<file path="src/rtl/queue_ptr_ctrl.sv">
// queue_ptr_ctrl: pointer/occupancy controller for circular in-order queues.
// Tracks valid bits, front (next alloc) and back (oldest) pointers with wrap
// bits, multi-wide allocate/retire, and flush recovery with an allocation
// blackout window. Optional squash statistics: QPTR_FLUSH_STATS_EN.
module queue_ptr_ctrl #(
  parameter int unsigned SIZE        = 8,
  parameter int unsigned ALLOC_W     = 2,
  parameter int unsigned RETIRE_W    = 2,
  parameter int unsigned RECOVER_CYC = 2
) (
  input  logic                          clk,
  input  logic                          rst,
  input  logic [$clog2(ALLOC_W+1)-1:0]  alloc_cnt,
  output logic                          alloc_ok,
  output logic [$clog2(SIZE)-1:0]       alloc_idx,
  input  logic [$clog2(RETIRE_W+1)-1:0] retire_cnt,
  input  logic [SIZE-1:0]               flush_vec,
  output logic [$clog2(SIZE)-1:0]       front_ptr,
  output logic [$clog2(SIZE)-1:0]       back_ptr,
  output logic [SIZE-1:0]               valid,
  output logic [$clog2(SIZE):0]         count,
  output logic                          full,
  output logic                          empty,
  output logic                          flush_change,
  output logic                          recovering,
  output logic [31:0]                   flushed_total
);

  localparam int unsigned PTR_W = $clog2(SIZE);
  localparam int unsigned CNT_W = PTR_W + 1;
  localparam int unsigned RC_W  = (RECOVER_CYC > 0) ? $clog2(RECOVER_CYC + 1) : 1;

  typedef enum logic {IDLE, RECOVER} state_t;

  state_t            state;
  logic [RC_W-1:0]   rcnt;
  logic              front_wrap, back_wrap;

  logic [SIZE-1:0]   hit;
  logic              flush;
  logic              found;
  logic [PTR_W-1:0]  f_age;
  logic [PTR_W-1:0]  idx;
  logic [CNT_W-1:0]  free_cnt, k, r_eff;
  logic [CNT_W-1:0]  back_sum, front_sum;
  logic [PTR_W-1:0]  front_nxt, back_nxt;
  logic              front_wrap_nxt, back_wrap_nxt;
  logic [CNT_W-1:0]  count_nxt;
  logic [SIZE-1:0]   valid_nxt;
  logic [PTR_W-1:0]  age_i, fofs_i;

  assign alloc_idx  = front_ptr;
  assign full       = (front_ptr == back_ptr) && (front_wrap != back_wrap);
  assign empty      = (front_ptr == back_ptr) && (front_wrap == back_wrap);
  assign recovering = (state == RECOVER);

  // Oldest squashed entry: scan in age order starting from back.
  always_comb begin
    hit   = flush_vec & valid;
    flush = |hit;
    found = 1'b0;
    f_age = '0;
    idx   = '0;
    for (int unsigned a = 0; a < SIZE; a++) begin
      idx = back_ptr + PTR_W'(a);
      if (!found && hit[idx]) begin
        found = 1'b1;
        f_age = PTR_W'(a);
      end
    end
  end

  // Allocation gate, effective retire, and next pointer/count/valid state.
  always_comb begin
    free_cnt = CNT_W'(SIZE) - count;
    alloc_ok = (state == IDLE) && !flush && (free_cnt >= CNT_W'(alloc_cnt));
    k        = alloc_ok ? CNT_W'(alloc_cnt) : '0;

    r_eff = CNT_W'(retire_cnt);
    if (r_eff > count) r_eff = count;
    if (flush && (r_eff > {1'b0, f_age})) r_eff = {1'b0, f_age};

    back_sum      = {1'b0, back_ptr} + r_eff;
    back_nxt      = back_sum[PTR_W-1:0];
    back_wrap_nxt = back_wrap ^ back_sum[PTR_W];

    if (flush) begin
      front_sum = {1'b0, back_ptr} + {1'b0, f_age};
      count_nxt = {1'b0, f_age} - r_eff;
    end else begin
      front_sum = {1'b0, front_ptr} + k;
      count_nxt = count + k - r_eff;
    end
    front_nxt      = front_sum[PTR_W-1:0];
    front_wrap_nxt = flush ? (back_wrap ^ front_sum[PTR_W])
                           : (front_wrap ^ front_sum[PTR_W]);

    valid_nxt = valid;
    age_i     = '0;
    fofs_i    = '0;
    for (int unsigned i = 0; i < SIZE; i++) begin
      age_i  = PTR_W'(i) - back_ptr;
      fofs_i = PTR_W'(i) - front_ptr;
      if ({1'b0, age_i} < r_eff) valid_nxt[i] = 1'b0;
      if (flush && (age_i >= f_age)) valid_nxt[i] = 1'b0;
      if ({1'b0, fofs_i} < k) valid_nxt[i] = 1'b1;
    end
  end

  // Pointer state, flush pulse and recovery FSM.
  always_ff @(posedge clk or posedge rst) begin
    if (rst) begin
      front_ptr    <= '0;
      back_ptr     <= '0;
      front_wrap   <= 1'b0;
      back_wrap    <= 1'b0;
      valid        <= '0;
      count        <= '0;
      flush_change <= 1'b0;
      state        <= IDLE;
      rcnt         <= '0;
    end else begin
      front_ptr    <= front_nxt;
      back_ptr     <= back_nxt;
      front_wrap   <= front_wrap_nxt;
      back_wrap    <= back_wrap_nxt;
      valid        <= valid_nxt;
      count        <= count_nxt;
      flush_change <= flush;
      if (flush && (RECOVER_CYC > 0)) begin
        state <= RECOVER;
        rcnt  <= RC_W'(RECOVER_CYC);
      end else if (state == RECOVER) begin
        if (rcnt <= RC_W'(1)) state <= IDLE;
        rcnt <= rcnt - RC_W'(1);
      end
    end
  end

`ifdef QPTR_FLUSH_STATS_EN
  logic [CNT_W-1:0] squashed;
  logic [32:0]      total_sum;

  // Squashed-entry count for this edge, saturating accumulation.
  always_comb begin
    squashed  = flush ? (count - {1'b0, f_age}) : '0;
    total_sum = {1'b0, flushed_total} + 33'(squashed);
  end

  // Saturating flush statistics counter.
  always_ff @(posedge clk or posedge rst) begin
    if (rst)               flushed_total <= '0;
    else if (total_sum[32]) flushed_total <= '1;
    else                   flushed_total <= total_sum[31:0];
  end
`else
  assign flushed_total = '0;
`endif

endmodule

</file>
<file path="config.mk">
export PLATFORM = sky130hd
export DESIGN_NAME = queue_ptr_ctrl
export DESIGN_NICKNAME = d
export VERILOG_FILES = /design/src/rtl/queue_ptr_ctrl.sv
export SDC_FILE = /design/constraint.sdc
export NUM_CORES = 1
export LEC_CHECK = 0
export ABC_AREA = 1
export ABC_CLOCK_PERIOD_IN_PS = 4500
export BUFFER_PORTS_ARGS = -buffer_cell sky130_fd_sc_hd__buf_2
export CORE_ASPECT_RATIO = 1.25
export CORE_MARGIN = 1
export CORE_UTILIZATION = 45
export DETAILED_ROUTE_END_ITERATION = 6
export PLACE_DENSITY = 0.7
export SLEW_MARGIN = 20
export SYNTH_ARGS = -nofsm -noshare
export SYNTH_HDL_FRONTEND = slang
export SYNTH_SLANG_ARGS = --single-unit
</file>
<file path="constraint.sdc">
create_clock -name clk -period 4.5 [get_ports clk]
set_input_delay 0.45 -clock clk [delete_from_list [all_inputs] [get_ports clk]]
set_output_delay 0.45 -clock clk [all_outputs]
set_load 0.02 [all_outputs]
</file>
### Yosys cells after proc, flatten, opt, wreduce, memory -nomap -nowiden

Index checks and enable logic that the tools add are counted.

* register bits after elaboration: 24
* bits in latches: 0
* RAM bits: 0
* ROM bits: 0
* output and inout bits: 58
* word-level logic and storage cells: 194
* memories: 0

* $add $sub $neg: 31
* multipliers: 0
* divide/modulo/power cells: 0
* $lt $le $gt $ge: 36
* equality and inequality tests: 3
* shift-type cells: 0
* multiplexer cells: 65
* bitwise operators: 5
* reduce and logical (&&, ||, !) cells: 38

Operators by type and width (number)
* $mux W1: 44
* $lt A3 B4 Y1: 8
* $lt A3 B4 Y1 const B: 8
* $bmux W1 S3: 8
* $ge A3 B3 Y1: 8
* $lt A3 B2 Y1: 8
* $reduce_bool A3 Y1: 8
* $sub A3 B3 Y3 const A: 8
* $logic_and A1 B1 Y1: 20
* $mux W4: 4
* $mux W3: 5
* $add A3 B3 Y3 const B: 4
* $sub A1 B3 Y3 const A: 4
* $sub A2 B3 Y3 const A: 4
* $and A8 B8 Y8: 1
* $logic_not A1 Y1: 8
* $mux W2: 4
* $reduce_or A8 Y1: 1
* $add A3 B2 Y3 const B: 2
* $add A3 B2 Y4: 1
* $add A3 B3 Y4: 1
* $add A3 B4 Y4: 1
* $add A4 B2 Y4: 1
* $ge A4 B2 Y1: 1
* 14 further kinds: 16

### Longest topological paths before layout

* depth after elaboration: 32
* mapped depth: 30
* mapped depth without buffers: 29

### Worst setup path before layout

Ideal clock, no wire load.

* kind: register to register
* from: reg back_ptr[1]
* to: reg count[2]
* arrival: 4.678 ns
* setup slack: -0.261 ns
* stages on the path, launching flop included: 28
* buffers on the path: 1
* clock period less this slack: 4.761 ns
* path through: dfrtp_1 -> buf_4 -> inv_1 -> ha_1 -> inv_1 -> nand3_1 -> nand3_2 -> nand2_2 -> nand2_2 -> nor2_4 -> nand4_2 -> nand3_2 -> inv_1 -> ha_1 -> a21oi_1 -> inv_1 -> a21oi_1 -> a31oi_1 -> nand2_1 -> inv_1 -> o21ai_0 -> ha_1 -> inv_1 -> ha_1 -> inv_1 -> fa_1 -> xor2_1 -> o21ai_0

* word-level cells in the longest chain between the ends: 29

RTL lines
* start: declaration: line 19 `output logic [$clog2(SIZE)-1:0] back_ptr,`
* start signal: assignment: line 124 `back_ptr <= back_nxt;`
* parallel branches: the longest is 23 deep, another holds $add A3 B1 Y3
* $mux W3 *: line 66 `if (!found && hit[idx]) begin`
* $gt A4 B3 Y1: line 81 `if (flush && (r_eff > {1'b0, f_age})) r_eff = {1'b0, f_age};`
* $logic_and A1 B1 Y1: line 81
* $mux W4: line 81
* $sub A4 B4 Y4 or $sub A3 B4 Y4 (tied branches): line 92, 89
* $mux W4 *: line 87 `if (flush) begin`
* net count_nxt[2]: line 48 `logic [CNT_W-1:0] count_nxt;`
* end signal: assignment: line 128 `count <= count_nxt;`
* end: declaration: line 21 `output logic [$clog2(SIZE):0] count,`

Mark *: on every way through the listed nets, which the timed path passes. The select of a mux whose other input is x is not followed.
A chain may end at the register's enable or synchronous reset.

### Worst setup path in the final report

* from: reg back_ptr[0]
* to: reg count[3]

Same word-level chain as after synthesis.

==> qor.json <==
{
  "clock_network": {
    "ctsRootBufferMaster": "clkbuf_8",
    "cts_hold_repair.buffers": 0,
    "tritoncts": "built",
    "ctsLongestPathBuffers": 2,
    "insertion_delay_ns": 0.29,
    "clkSinkCount": 24,
    "clkTransAtPathRegs_ns": 0.10,
    "htreeDepth": 1,
    "tritoncts.num_buffers": 3
  },
  "min_path": {
    "holdCritPathClass": "in -> async"
  },
  "global_routing": {
    "grt_max_degree": 25,
    "antenna_found_initial": 0,
    "grt_pass1_wl_um": 13600,
    "grt_pass1_vias": 2981,
    "overall_overflow_remaining_after_global_route": 0,
    "globalRouteTotalUtil_pct": 22.2
  },
  "place": {
    "gp_congestion": 0.926,
    "hpwl_um": 6700,
    "count_of_port_buffers_added_during_placement": 39
  },
  "setup_path": {
    "critical_path_cell_count": 28,
    "cell_at_the_slowest_stage_of_the_critical_path": "dfrtp_2",
    "ff2ff_setup_slack_ns": 0.26,
    "required_ns": 4.68,
    "critical_path_buf_inv_count": 5,
    "critPathMostFrequentCell": "nand2_1",
    "setup.worst_path.end_class": "flip-flop",
    "setup.worst_path.start": "back_ptr[0]$_DFF_PP0_",
    "reg2reg_depth": 28,
    "critPathMaxStageDelay_ns": 0.46,
    "cp_top_family": "simple AND/OR/NAND/NOR gates",
    "timing.critical_path.arrival_ns": 4.42,
    "critical_path_maximum_fanout": 11,
    "cp-start-kind": "flip-flop",
    "worstSetupPathType": "reg -> reg",
    "r2r-start": "back_ptr[0]$_DFF_PP0_"
  },
  "sta": {
    "slew_viol_final": 0,
    "hold_viol_final": 0,
    "final.period_utilization_pct": 94.2,
    "finalSetupViolations": 0,
    "final_hold_slack_ns": 0.213,
    "maxSlewHeadroom_pct": 60.9,
    "max_freq_mhz": 236,
    "max_slew.worst_pin.slew_ns": 0.586,
    "period_needed_ns": 4.24,
    "layout_skew_ns": 0.00778
  },
  "layout": {
    "num-nets-final": 595,
    "antenna-diode-count": 0,
    "layout_commonest_cell": "nand2_1",
    "layout-drive-gt1-share_pct": 19.6,
    "layout_common_cells": "nand2_1, inv_1, ha_1",
    "synthToLayoutAreaGrowth_pct": 12.4
  },
  "synthesis": {
    "yosys_warnings": 0,
    "netlist_instances": 461,
    "synth_seq_cells": 24,
    "syn_area_sq_um": 3410,
    "number_of_unique_standard_cell_types_used_by_synthesis": 38,
    "seq_area_frac_synth_pct": 17.6,
    "postSynthAreaPerCell_sq_um": 7.39
  },
  "floorplanning": {
    "placement_rows": 35,
    "die_width_um": 79.8,
    "core-area_sq_um": 7360,
    "total_die_area_sq_um": 7930,
    "die_height_um": 99.3,
    "initial_utilization_pct": 46.3,
    "floorplan.io_pins": 72
  },
  "detailed_routing": {
    "drt-pass1-iter-count": 4,
    "vias_per_cell": 4.92,
    "ant_nets": 0,
    "drt_wl_total_um": 8380,
    "wl_per_cell_um": 13.8,
    "dr_total_vias": 2986,
    "detail_route.drc_violations": 0,
    "drtIter0Drc": 110
  },
  "flow_run": {
    "maxCapViolations": 0
  },
  "status": {
    "run_status": "finished clean"
  }
}
per-stage QoR:
| step | setup WS, ns | util [%] | instance area, sq um | setup TNS (ns) | cells |
|---|---|---|---|---|---|
| global placement | 0.296 | 49.4 | 3630 | 0 | 592 |
| finish | 0.260 | 52.0 | 3830 | 0 | 607 |
| floorplan | 0.0810 | - | 3540 | 0 | 493 |
| detailed placement | 0.0407 | 49.4 | 3630 | 0 | 592 |
| global route | -0.0465 | 52.0 | 3830 | -0.0752 | 607 |
| CTS | 0.0108 | 50.1 | 3690 | 0 | 596 |
synthesized netlist by cell type:
cell type | count | area share, %
nor2_1 | 26 | 2.9
nand2_1 | 105 | 12
conb_1 | 1 | 0.11
nand4_2 | 2 | 0.73
o2111ai_1 | 2 | 0.51
nand3b_1 | 1 | 0.22
o21a_1 | 8 | 1.8
nor2_4 | 1 | 0.33
dfrtp_1 | 24 | 18
xor2_1 | 10 | 2.6
xor2_4 | 2 | 1.6
nand2_2 | 5 | 0.92
inv_1 | 65 | 7.2
o21bai_1 | 2 | 0.44
clkbuf_1 | 3 | 0.33
fa_1 | 5 | 2.9
inv_2 | 5 | 0.55
mux2i_1 | 1 | 0.29
buf_6 | 1 | 0.33
a31oi_1 | 2 | 0.37
and2_0 | 1 | 0.18
nand2_4 | 1 | 0.33
a21oi_1 | 13 | 1.9
nand3_2 | 4 | 1.2
inv_4 | 1 | 0.18
xnor2_1 | 9 | 2.3
o31ai_1 | 1 | 0.22
a211o_1 | 1 | 0.26
and2_1 | 1 | 0.18
o21ai_0 | 11 | 1.6
nor2_2 | 2 | 0.37
o211ai_1 | 1 | 0.22
nand3_1 | 44 | 6.5
buf_4 | 37 | 8.2
nand4_1 | 1 | 0.18
nor3_1 | 1 | 0.15
ha_1 | 60 | 22
xnor2_4 | 1 | 0.81
final timing paths:
| check | end |
|---|---|
| worst min-delay path | flush_change$_DFF_PP0_ |
| worst max register to register | count[3]$_DFF_PP0_ |
| worst max-delay path | count[3]$_DFF_PP0_ |
| min in group clk | back_wrap$_DFF_PP0_ |
| max in group asynchronous | back_ptr[0]$_DFF_PP0_ |
| worst min register to register | back_wrap$_DFF_PP0_ |
worst reg2reg max path: cells and delay by family, from the launching register on:
family / cells / cell delay (ns)
buf+inv: 5 / 0.42
simple gates: 12 / 1.31
compound gates: 5 / 0.59
xor+xnor: 2 / 0.26
fa+ha+maj: 4 / 1.12
flops: 1 / 0.46
state kept, by name (all words and copies together) (netlist names):
name / count
valid: 8
count: 4
alloc_idx: 3
back_ptr: 3
rcnt: 2
back_wrap: 1
flush_change: 1
front_wrap: 1
recovering: 1
final cells by class:
| cell class | instances | area (sq um) |
|---|---|---|
| repair buffers | 59 | 358 |
| multi-input cells | 357 | 2420 |
| fillers | 715 | 3530 |
| clock buffers | 4 | 55.1 |
| inverters | 71 | 275 |
| flip-flops and latches | 24 | 603 |
| well taps | 92 | 115 |
metal layers:
layer	wire, um	GRT usage (%)
met3	252	2.57
met5	0	0
met1	3430	24.4
met2	4290	41.3
met4	404	10.9
logic make-up after synthesis:
family | after synthesis | share of synthesized area, %
buffers and inverters | 112 | 16.7
other | 1 | 0.110
AO/OA/AOI/OAI | 41 | 7.31
XOR/XNOR | 22 | 7.31
multiplexers | 1 | 0.294
flip-flops | 24 | 17.6
AND/OR/NAND/NOR | 195 | 25.7
adder cells (fa/ha/maj) | 65 | 25.0
repair_timing:
item / in CTS / in global routing
setup buffers: 0 / 11
gates resized for setup: 0 / 16
setup endpoints to repair: 0 / 5
Power is not shown: default switching activity piles up to over one toggle a cycle in this logic, so the estimate is an artifact.
